$ cat src/rtl/seq_approx_div_pkg.sv
// Shared types for the sequential restoring divider with approximate low-order rows.
// Holds the controller state encoding, the subtractor cell mode and the row-mode rule.
package seq_approx_div_pkg;

  typedef enum logic [1:0] {
    IDLE = 2'd0,
    BUSY = 2'd1,
    DONE = 2'd2
  } state_e;

  typedef enum logic {
    EXACT  = 1'b0,
    APPROX = 1'b1
  } cell_mode_e;

  // Quotient bits below approx_rows are produced by approximate cells.
  function automatic cell_mode_e row_mode(input int unsigned row, input int unsigned approx_rows);
    return (row < approx_rows) ? APPROX : EXACT;
  endfunction

endpackage

$ cat src/rtl/approx_sub_cell.sv
// One-bit borrow subtractor cell computing x - y - bin.
// The mode input selects the exact full subtractor or the approximate truth table.
module approx_sub_cell
  import seq_approx_div_pkg::*;
(
  input  cell_mode_e mode_i,
  input  logic       x_i,
  input  logic       y_i,
  input  logic       bin_i,
  output logic       diff_o,
  output logic       bout_o
);

  logic [2:0] code;

  assign code = {x_i, y_i, bin_i};

  // NOTE: both outputs get a value before any branch so no path leaves them unassigned (no latch).
  always_comb begin
    diff_o = x_i ^ y_i ^ bin_i;
    bout_o = (~x_i & y_i) | (~(x_i ^ y_i) & bin_i);
    if (mode_i == APPROX) begin
      case (code)
        3'b000:  {diff_o, bout_o} = 2'b11;
        3'b001:  {diff_o, bout_o} = 2'b00;
        3'b010:  {diff_o, bout_o} = 2'b00;
        3'b011:  {diff_o, bout_o} = 2'b00;
        3'b100:  {diff_o, bout_o} = 2'b01;
        3'b101:  {diff_o, bout_o} = 2'b11;
        3'b110:  {diff_o, bout_o} = 2'b11;
        default: {diff_o, bout_o} = 2'b10;
      endcase
    end
  end

endmodule

$ cat src/rtl/seq_approx_divider.sv
// Radix-2 restoring divider, one quotient bit per cycle, 2W/W -> W quotient and remainder.
// A single W-cell subtractor row is reused every cycle; low-order rows switch to approximate cells.
module seq_approx_divider
  import seq_approx_div_pkg::*;
#(
  parameter int W           = 8,
  parameter int APPROX_ROWS = 2
) (
  input  logic           clk,
  input  logic           rst,
  input  logic           start,
  input  logic [2*W-1:0] n,
  input  logic [W-1:0]   d,
  output logic           ready,
  output logic           done,
  output logic [W-1:0]   q,
  output logic [W-1:0]   r,
  output logic           ovf,
  output logic           dbz
);

  localparam int IW = $clog2(W);
  localparam logic [IW:0] APPROX_LIM = (IW + 1)'(APPROX_ROWS);

  state_e        state_q;
  logic [W-1:0]  nlo_q;
  logic [W-1:0]  d_q;
  logic [W-1:0]  rem_q;
  logic [W-1:0]  quo_q;
  logic [IW-1:0] idx_q;
  logic          ovf_q;
  logic          dbz_q;
  logic          done_q;
  logic          ready_q;

  // One row of the division array: trial subtraction of the divisor from the shifted remainder.
  logic [W:0]    p;
  logic [W:0]    borrow;
  logic [W-1:0]  diff;
  logic          qbit;
  logic [W-1:0]  rem_d;
  cell_mode_e    cell_mode;

  assign p         = {rem_q, nlo_q[idx_q]};
  assign borrow[0] = 1'b0;
  assign cell_mode = ({1'b0, idx_q} < APPROX_LIM) ? APPROX : EXACT;

  for (genvar k = 0; k < W; k++) begin : g_row
    approx_sub_cell u_cell (
      .mode_i (cell_mode),
      .x_i    (p[k]),
      .y_i    (d_q[k]),
      .bin_i  (borrow[k]),
      .diff_o (diff[k]),
      .bout_o (borrow[k+1])
    );
  end

  // A set carry-out bit of P means P >= 2^W > d, so the subtraction always succeeds.
  assign qbit  = p[W] | ~borrow[W];
  assign rem_d = qbit ? diff : p[W-1:0];

  // NOTE: every register here uses non-blocking assignment so all state updates see pre-edge values.
  always_ff @(posedge clk) begin
    if (rst) begin
      state_q <= IDLE;
      nlo_q   <= '0;
      d_q     <= '0;
      rem_q   <= '0;
      quo_q   <= '0;
      idx_q   <= '0;
      ovf_q   <= 1'b0;
      dbz_q   <= 1'b0;
      done_q  <= 1'b0;
      ready_q <= 1'b1;
    end else begin
      case (state_q)
        IDLE, DONE: begin
          done_q <= 1'b0;
          if (start) begin
            nlo_q   <= n[W-1:0];
            d_q     <= d;
            rem_q   <= n[2*W-1:W];
            idx_q   <= IW'(W - 1);
            ovf_q   <= (n[2*W-1:W] >= d) && (d != '0);
            dbz_q   <= (d == '0);
            ready_q <= 1'b0;
            state_q <= BUSY;
          end else begin
            state_q <= IDLE;
          end
        end
        BUSY: begin
          quo_q[idx_q] <= qbit;
          rem_q        <= rem_d;
          if (idx_q == '0) begin
            state_q <= DONE;
            done_q  <= 1'b1;
            ready_q <= 1'b1;
          end else begin
            idx_q <= idx_q - 1'b1;
          end
        end
        default: begin
          state_q <= IDLE;
          done_q  <= 1'b0;
          ready_q <= 1'b1;
        end
      endcase
    end
  end

  assign ready = ready_q;
  assign done  = done_q;
  assign q     = quo_q;
  assign r     = rem_q;
  assign ovf   = ovf_q;
  assign dbz   = dbz_q;

endmodule
$ cat config.mk
export PLATFORM = sky130hd
export DESIGN_NAME = seq_approx_divider
export DESIGN_NICKNAME = d
export VERILOG_FILES = /design/src/rtl/seq_approx_div_pkg.sv /design/src/rtl/approx_sub_cell.sv /design/src/rtl/seq_approx_divider.sv
export SDC_FILE = /design/constraint.sdc
export NUM_CORES = 1
export LEC_CHECK = 0
export BUFFER_PORTS_ARGS = -buffer_cell sky130_fd_sc_hd__buf_4
export CORE_MARGIN = 2
export CORE_UTILIZATION = 24
export CTS_BUF_LIST = sky130_fd_sc_hd__clkbuf_4 sky130_fd_sc_hd__clkbuf_8
export CTS_CLUSTER_SIZE = 28
export DETAILED_ROUTE_END_ITERATION = 10
export GPL_TIMING_DRIVEN = 0
export HOLD_SLACK_MARGIN = 0.12
export PLACE_DENSITY_LB_ADDON = 0.3
export SYNTH_ARGS = -nofsm -noshare
export SYNTH_HDL_FRONTEND = slang
export SYNTH_SLANG_ARGS = --single-unit
$ cat constraint.sdc
create_clock -name clk -period 8.2 [get_ports clk]
set_input_delay 0.82 -clock clk [delete_from_list [all_inputs] [get_ports clk]]
set_output_delay 0.82 -clock clk [all_outputs]
set_load 0.01 [all_outputs]
## Word level (Yosys, flattened, before mapping)

Index checks and enable logic that the tools add are counted.
W data, S select, Z words.

- Register bits after elaboration: 41
- Bits in latches: 0
- Memory bits (writable): 0
- ROM bits: 0
- Bits of input ports: 27
- Output and inout bits: 20
- Word-level logic and storage cells: 207
- Memories: 0

- $add $sub $neg: 1
- Multipliers: 0
- Div/mod/pow operators: 0
- Order comparisons: 4
- Equality and inequality tests: 50
- Shift-type cells: 0
- Mux-type cells: 50
- Bitwise operators: 55
- Reduce and logical (&&, ||, !) cells: 37

Operators by type and width:

| operator | count |
|---|---|
| $eq A3 B3 Y1 const B | 21 |
| $reduce_or A4 Y1 | 14 |
| $eq A3 B2 Y1 const B | 14 |
| $mux W1 | 38 |
| $logic_not A3 Y1 | 9 |
| $eq A3 B1 Y1 const B | 7 |
| $not A1 Y1 | 17 |
| $mux W8 | 2 |
| $pmux W8 S2 | 1 |
| $and A1 B1 Y1 | 15 |
| $xor A1 B1 Y1 | 15 |
| $bwmux W8 | 1 |
| $ge A8 B8 Y1 | 1 |
| $logic_not A8 Y1 | 1 |
| $or A1 B1 Y1 | 8 |
| $reduce_bool A8 Y1 | 1 |
| $eq A2 B2 Y1 const B | 3 |
| $mux W3 | 2 |
| $ne A2 B2 Y1 const B | 3 |
| $pmux W3 S2 | 1 |
| $reduce_and A2 Y1 | 3 |
| $reduce_or A2 Y1 | 3 |
| $eq A2 B1 Y1 const B | 2 |
| $lt A3 B4 Y1 const B | 1 |
| other kinds (13) | 14 |

## Logic depth before layout (Yosys ltp)

Gate-level depths: netlist (run 1).

- Depth in word-level cells: 38
- Depth in mapped cells: 35
- Depth with buffers taken out: 32

## Hierarchy

From an unflattened synthesis (run 1), not the netlist that was laid out.

- Cell total of the unflattened synthesis: 324
- Area total of the unflattened synthesis: 2717.6 sq um

Modules (own cells, without submodules):

| module | times used | cells an instance | area each (sq um) | seq. area each (sq um) |
|---|---|---|---|---|
| seq_approx_divider | 1 | 244 | 2057.0 | 820.8 |
| approx_sub_cell | 8 | 10 | 82.6 | 0.0 |

## Least setup slack after synthesis (run 1)

Ideal clock, no wire load.

- Path type: reg2reg
- From: reg idx_q[0]
- To: reg rem_q[5], in the netlist r[5]
- Arrival: 6296 ps
- Data required time: 8097 ps
- Path slack: 1801 ps
- Stages on the path, launching flop included: 33
- Buffers on the path: 2
- Cell sequence: dfxtp_1 -> clkbuf_1 -> mux4_2 -> mux2i_1 -> ha_1 -> o21ai_0 -> fa_1 -> nand2_1 -> nand2_1 -> fa_1 -> nand2_1 -> o31ai_1 -> fa_1 -> nand2_1 -> o21ai_0 -> fa_1 -> nor2_1 -> a31oi_1 -> a21boi_0 -> fa_1 -> and2_1 -> a31o_2 -> fa_1 -> nand2_1 -> o21ai_0 -> fa_1 -> inv_1 -> a21oi_1 -> o31ai_1 -> a41o_1 -> buf_6 -> a211oi_1 -> a2111oi_2

- Word-level cells in the longest chain between the ends: 38
- Elaborated cells between the ends (all ways): 86

RTL lines:

| item | RTL line | source |
|---|---|---|
| start: declaration | seq_approx_divider.sv:30 | `logic [IW-1:0] idx_q;` |
| start signal: assignment | seq_approx_divider.sv:84 | `idx_q <= IW'(W - 1);` |
| start signal: assignment | seq_approx_divider.sv:101 | `idx_q <= idx_q - 1'b1;` |
| $bmux W1 S3 | seq_approx_divider.sv:44 | `assign p = {rem_q, nlo_q[idx_q]};` |
| $mux W1 (implied by the code) | seq_approx_divider.sv:44 |  |
| $eq A2 B2 Y1 / $logic_not A3 Y1 (equally long branches) | approx_sub_cell.sv:23 | `case (code)` |
| $reduce_or A3 Y1 (no source line) | -- |  |
| $mux W1 | approx_sub_cell.sv:23 |  |
| $mux W1 | approx_sub_cell.sv:22 | `if (mode_i == APPROX) begin` |
| $eq A3 B3 Y1 / $logic_not A3 Y1 (equally long branches) | approx_sub_cell.sv:23 |  |
| $reduce_or A4 Y1 (no source line) | -- |  |
| [22 not listed] | -- |  |
| $eq A3 B3 Y1 / $logic_not A3 Y1 (equally long branches) | approx_sub_cell.sv:23 |  |
| $reduce_or A4 Y1 (no source line) | -- |  |
| $mux W1 | approx_sub_cell.sv:23 |  |
| $mux W1 | approx_sub_cell.sv:22 |  |
| $not A1 Y1 | seq_approx_divider.sv:60 | `assign qbit = p[W] \| ~borrow[W];` |
| $or A1 B1 Y1 | seq_approx_divider.sv:60 |  |
| $mux W8 * | seq_approx_divider.sv:61 | `assign rem_d = qbit ? diff : p[W-1:0];` |
| $pmux W8 S2 * | seq_approx_divider.sv:77 | `case (state_q)` |
| end signal: assignment | seq_approx_divider.sv:83 | `rem_q <= n[2*W-1:W];` |
| end signal: assignment | seq_approx_divider.sv:95 | `rem_q <= rem_d;` |
| end: declaration | seq_approx_divider.sv:28 | `logic [W-1:0] rem_q;` |

Every way passes the cells marked *; elsewhere a longest branch is shown, timed or not. The select of a mux whose other input is x is not followed.
A chain may end at the register's enable or synchronous reset.

## Worst setup path in the final report (run 1)

- From: reg idx_q[0]
- To: reg rem_q[3], in the netlist r[3]

The elaborated chain is that of the path after synthesis.

==> metrics.md, run 1 <==
| Metric | Value |
|---|---|
| GR Overflow Total | `0` |
| Nature of the critical path endpoint | `flop` |
| Resize count post-CTS | `0` |
| Fraction of final layout cells with drive strength greater than 1 | `0.2029` |
| Number of standard cells after synthesis | `356` |
| Number of nets at the end of the flow | `454` |
| I/O Buffers | `45` |
| Category of the most critical setup path | `reg -> reg` |
| Bufs on Longest Clock Path | `2` |
| EDFF count, synth | `0` |
| Floorplan core area | `roughly 11000 um2` |
| Actual transition at the worst max-transition pin | `0.5882 ns` |
| Timing-limited maximum frequency | `about 0.13 GHz` |
| Layout overhead on the synthesized area | `22.78%` |
| Clk Tree Root Cell | `clkbuf_8` |
| Total of max-cap violations | `0` |
| Worst vdd ir | `just under 0.09 mV` |
| Routability cong. | `roughly 0.84` |
| Wirelength, routed | `7.687 mm` |
| Via count of the first global-routing pass | `about 2600` |
| Sequential area share after synthesis | `0.2936` |
| Most frequent standard cell in the layout excluding fill and tap cells | `nand2_1` |
| Setup Total Neg Slack | `0 ns` |
| FF+latch count, synth | `between 40 and 50` |
| TritonCTS clock tree | `done` |
| Global Route Usage Sum | `0.1240` |
| Critical Path AT | `7.61 ns` |
| Headroom to the max-slew limit | `0.6079` |
| Crit path time final | `roughly 7.4 ns` |
| Most used DFF post-synth | `dfxtp_1` |
| Number of setup violations in the final report | `0` |
| ANT cells | `0` |
| Largest delay contributor family on the critical path | `compound AO/OA/AOI/OAI gates` |
| Total half-perimeter wirelength after legalization and detailed placement | `6.225 mm` |
| Crit-path max FO | `10` |
| Die Width | `~110 um` |
| Slowest cell on crit path | `mux4_2` |
| Buf+Inv Stages, Crit Path | `2` |
| Number of antenna violations at the first check in global routing | `0` |
| DRC Markers | `0` |
| Post-route non-filler standard cell count | `about 550` |
| Clock-pin slew on the worst setup and hold paths | `approximately 0.08 ns` |
| Latest clock arrival within the worst-skew pair | `about 0.29 ns` |
| Leak Pwr | `roughly 0.0014 uW` |
| Final period util | `0.9050` |
| Async set or reset register ratio after synthesis | `0` |
| CTS hold repair buffers | `0` |
| Clock H-tree levels | `2` |
| Total power | `between 600 and 700 uW` |
| Floorplan die area | `between 10000 and 15000 um2` |
| Leading cell types in the layout, fill and taps excluded | `64 x nand2_1, 54 x buf_4, 41 x dfxtp_1` |
| Setup repair after global routing missed its margin | `false` |
| Placed instance count | `approximately 540` |
| Post-Syn Nets | `roughly 400` |
| Number of buffers created by CTS | `5` |
| Average footprint of a synthesized cell | `roughly 7.9 um2` |
| Power per standard cell area | `roughly 200 nW/um2` |
| Result of the run | `finished, final reports clean` |
| Most frequent CP cell | `fa_1` |
| Yosys warning total | `0` |
| Via density per instance | `around 4.7` |
| Class of the worst hold path | `reg -> reg` |
| Delay contributed by the slowest stage of the critical path | `between 0.5 and 0.6 ns` |
| Wire length of the first global-routing pass | `between 10 and 15 mm` |
| TritonRoute pass-1 iters | `4` |
| Postcts setup bufs | `0` |
| Count of boundary I/O pins | `47` |
| Routed Antenna Nets | `0` |
| Count of routing violations after the opening detailed-route iteration | `approximately 110` |
| Critical path data required time | `8.39 ns` |
| Vertical die dimension | `roughly 110 um` |
| Number of cell rows | `39` |
| Pins Over Slew Limit | `0` |
| Clk sinks | `41` |
| Worst-case clock skew | `0.005619 ns` |
| Hold Vio Cnt, Final | `0` |
| Netlist Area Pre-Place | `around 2800 um2` |
| Initial standard-cell utilization of the core | `0.2458` |
| Total vias in the final route | `2614` |
| Startpoint Class | `flop` |
| Largest net degree at the start of global routing | `14` |
| Routed wirelength normalized by instance count | `about 14 um` |
| Number of distinct library cell variants in the gate-level netlist after synthesis | `60` |
[registers in the layout (all words and copies together), names as in the netlist]
signal	cells
ready	1
r	8
done	1
state_q	2
dbz	1
ovf	1
q	8
idx_q	3
nlo_q	8
d_q	8
[final timing paths]
check | to | slack (ns) | start | depth (start not counted)
min | nlo_q[1] | 0.46 | nlo_q[1] | 2
max | r[3] | 0.78 | idx_q[0] | 32
min reg2reg | nlo_q[1] | 0.46 | nlo_q[1] | 2
max reg2reg | r[3] | 0.78 | idx_q[0] | 32
[cells in the mapped netlist, drive strengths merged, types with 5 or more instances]
master / instances / area [um2]
nand2: 64 / 240.2
dfxtp: 41 / 820.8
a21oi: 33 / 165.2
nor2: 29 / 116.4
inv: 22 / 82.58
o21ai: 22 / 113.9
buf: 14 / 116.4
clkbuf: 13 / 48.80
ha: 12 / 150.1
a211oi: 9 / 67.56
nor3: 9 / 50.05
fa: 7 / 140.1
nand3: 7 / 40.04
mux2i: 6 / 60.06
a21o: 5 / 37.54
a31oi: 5 / 31.28
nand2b: 5 / 31.28
nor4: 5 / 31.28
[per-stage QoR]
stage	setup slack, ns	util	area, um2	hold WS [ns]
finish	0.7789	0.3019	3432	0.4605
global route	0.1039	0.3019	3432	0.4964
CTS	0.8091	0.3019	3432	0.4661
detailed placement	0.8711	0.2913	3312	0.4537
global placement	0.9315	0.2913	3312	0.4426
floorplan	1.801	-	2795	0.4331
[power by group]
| part | internal (uW) | switching, uW | total, uW |
|---|---|---|---|
| sequential | 216 | 18.4 | 234 |
| clock | 99.0 | 71.1 | 170 |
| combinational | 119 | 156 | 275 |
[worst register-to-register path, delay by kind of cell (launching register included)]
kind | cells | cell delay [ns]
flops | 1 | 0.35
buf+inv | 2 | 0.45
compound gates | 14 | 2.52
mux | 2 | 0.89
fa+ha+maj | 7 | 2.45
simple gates | 7 | 0.67
[routing by layer]
metal	part of all wire	up-vias	global-route usage
li1	-	1341	-
met1	0.47	1213	0.1671
met2	0.49	56	0.2105
met3	0.036	4	0.01306
met4	0.0095	0	0.03539
met5	0	-	0
[layout make-up]
cell class | count | area [um2]
plain buffers | 27 | 165.2
repair buffers | 45 | 337.8
inverters | 22 | 82.58
flip-flops and latches | 41 | 820.8
clock buffers | 6 | 82.58
fillers | 1251 | 7938
multi-input cells | 266 | 1727
well taps | 143 | 178.9
clock inverters | 2 | 37.54
[cell families (layout without fill, tap and decap cells)]
| group | Yosys count | after routing | share of synthesized area |
|---|---|---|---|
| buffers and inverters | 49 | 102 | 0.08863 |
| DFF | 41 | 41 | 0.2936 |
| xor gates and xnor gates | 1 | 1 | 0.003134 |
| AOI/OAI and AO/OA | 102 | 102 | 0.2458 |
| muxes | 8 | 8 | 0.03760 |
| adders and majority gates | 21 | 21 | 0.1115 |
| and+or+nand+nor | 134 | 134 | 0.2198 |
Power figures use the tool's default switching activity.
==> inputs of run 2 (changes only) <==
- GPL_TIMING_DRIVEN: 0 -> not set
==> metrics.md, run 2 (same netlist as run 1, synthesis figures left out) <==
| Metric | Value |
|---|---|
| Power per standard cell area | `approximately 190 nW/um2` |
| Critical path depth | `30` |
| Total vias in the final route | `between 2000 and 3000` |
| Total of max-cap violations | `0` |
| Comb power frac | `0.398` |
| Bufs on Longest Clock Path | `2` |
| Worst vdd ir | `about 0.065 mV` |
| Leak Pwr | `about 0.0013 uW` |
| Crit-path max FO | `11` |
| Most frequent standard cell in the layout excluding fill and tap cells | `nand2_1` |
| Slowest cell on crit path | `dfxtp_1` |
| TritonRoute pass-1 iters | `4` |
| Nature of the critical path endpoint | `flop` |
| Final Hold Slack | `about 0.46 ns` |
| Sequential share of power | `0.378` |
| Die Width | `between 100 and 150 um` |
| Routing usage on met3 | `0.01524` |
| Timing-limited maximum frequency | `between 0.1 and 0.15 GHz` |
| Met1 Usage GRT | `0.1640` |
| Hold Vio Cnt, Final | `0` |
| Number of antenna violations at the first check in global routing | `0` |
| Count of routing violations after the opening detailed-route iteration | `about 120` |
| Net Switching | `244.9 uW` |
| Clock H-tree levels | `2` |
| Buf+Inv Stages, Crit Path | `1` |
| Clk Tree Root Cell | `clkbuf_8` |
| Area used by multi-input combinational logic | `approximately 1700 um2` |
| Critical Path AT | `7.46 ns` |
| Clk network pwr share | `0.223` |
| Count of boundary I/O pins | `47` |
| Category of the most critical setup path | `reg -> reg` |
| Met2 Use GR | `0.2162` |
| Wire length of the first global-routing pass | `12.93 mm` |
| Crit path time final | `slightly above 7 ns` |
| Setup repair after global routing missed its margin | `false` |
| Final period util | `0.8858` |
| Pint | `between 300 and 400 uW` |
| Total half-perimeter wirelength after legalization and detailed placement | `~6 mm` |
| Via count of the first global-routing pass | `2610` |
| Routed wirelength normalized by instance count | `between 10 and 15 um` |
| Peak-usage layer in the global routing report | `met2` |
| Pins Over Slew Limit | `0` |
| Layout overhead on the synthesized area | `16.83%` |
| Vertical die dimension | `approximately 110 um` |
| Critical path launch point | `idx_q[0]` |
| ANT cells | `0` |
| Largest delay contributor family on the critical path | `adder cells` |
| Leading cell types in the layout, fill and taps excluded | `64 x nand2_1, 48 x buf_4, 41 x dfxtp_1` |
| Setup Total Neg Slack | `0 ns` |
| Hold Startpoint | `nlo_q[1]` |
| Headroom to the max-slew limit | `0.4781` |
| Number of setup violations in the final report | `0` |
| Worst-case clock skew | `roughly 0.0070 ns` |
| Clk sinks | `41` |
| Latest clock arrival within the worst-skew pair | `roughly 0.3 ns` |
| Largest net degree at the start of global routing | `38` |
| Fraction of final layout cells with drive strength greater than 1 | `0.1896` |
| Resize count post-CTS | `0` |
| Floorplan die area | `~13000 um2` |
| Number of cell rows | `39` |
| Sw Ratio | `0.3868` |
| Via density per instance | `around 4.8` |
| GR Overflow Total | `0` |
| Postcts setup bufs | `0` |
| Class of the worst hold path | `reg -> reg` |
| R2R depth | `30` |
| Number of nets at the end of the flow | `430` |
| CTS hold repair buffers | `0` |
| Wirelength, routed | `approximately 7.6 mm` |
| Initial standard-cell utilization of the core | `0.2458` |
| Result of the run | `finished, final reports clean` |
| Clock-pin slew on the worst setup and hold paths | `~0.08 ns` |
| Sequential cell area | `between 800 and 900 um2` |
| I/O Buffers | `46` |
| Floorplan core area | `11370 um2` |
| Critical register-to-register path startpoint | `idx_q[0]` |
| Routed Antenna Nets | `0` |
| Number of buffers created by CTS | `5` |
| Filler cell count in the final layout | `about 1200` |
| Actual transition at the worst max-transition pin | `0.7813 ns` |
| DRC Markers | `0` |
| Global Route Usage Sum | `0.1252` |
| Delay contributed by the slowest stage of the critical path | `around 0.6 ns` |
| Routability cong. | `just under 0.8` |
| Most frequent CP cell | `fa_1` |
| TritonCTS clock tree | `done` |
| Startpoint Class | `flop` |
| Depth of the worst hold-timing path | `2` |
| Critical path data required time | `between 8 and 9 ns` |
## run 2: path summary, 6_finish.rpt
kind	endpoint	slack, ns
worst max-delay path	r[5]	0.94
worst min-delay path	nlo_q[1]	0.46
worst min register to register	nlo_q[1]	0.46
worst max register to register	r[5]	0.94
## run 2: routing by layer
metal  vias up  routed length [um]
met5         -                   0
met2        41                3662
met1      1196                3638
met4         0                  76
li1       1290                   -
met3         5                 239
## run 2: power by group through the flow
| stage | clock, uW | combinational [uW] | sequential (uW) |
|---|---|---|---|
| after floorplan | 0 | 197 | 235 |
| after global placement | 0 | 248 | 243 |
| after detailed placement | 0 | 252 | 244 |
| after CTS | 144 | 253 | 239 |
| after global routing | 154 | 284 | 243 |
| final | 141 | 252 | 239 |
## run 2: layout make-up
type | instances | share of cell area
Timing Repair Buffer | 48 | 0.1103
Clock inverter | 2 | 0.004215
Multi-Input combinational cell | 266 | 0.5287
Tap cell | 143 | 0.05479
Clock buffer | 6 | 0.02529
Sequential cell | 41 | 0.2513
Inverter | 22 | 0.02529
## run 2: stage by stage
stage	util	area, um2	setup slack (ns)	std cells	total power, uW
finish	0.2872	3266	0.9362	528	633.2
global route	0.2872	3266	0.5117	528	680.0
CTS	0.2872	3266	0.9331	528	636.5
detailed placement	0.2788	3169	0.9844	520	495.9
global placement	0.2788	3169	1.233	520	491.2
floorplan	-	2795	1.801	356	432.3
## run 2: worst min-delay path, cell delays in order (launching register included)
cell,delay [ns]
dfxtp_1,0.32
nand2_1,0.05
a21oi_1,0.05
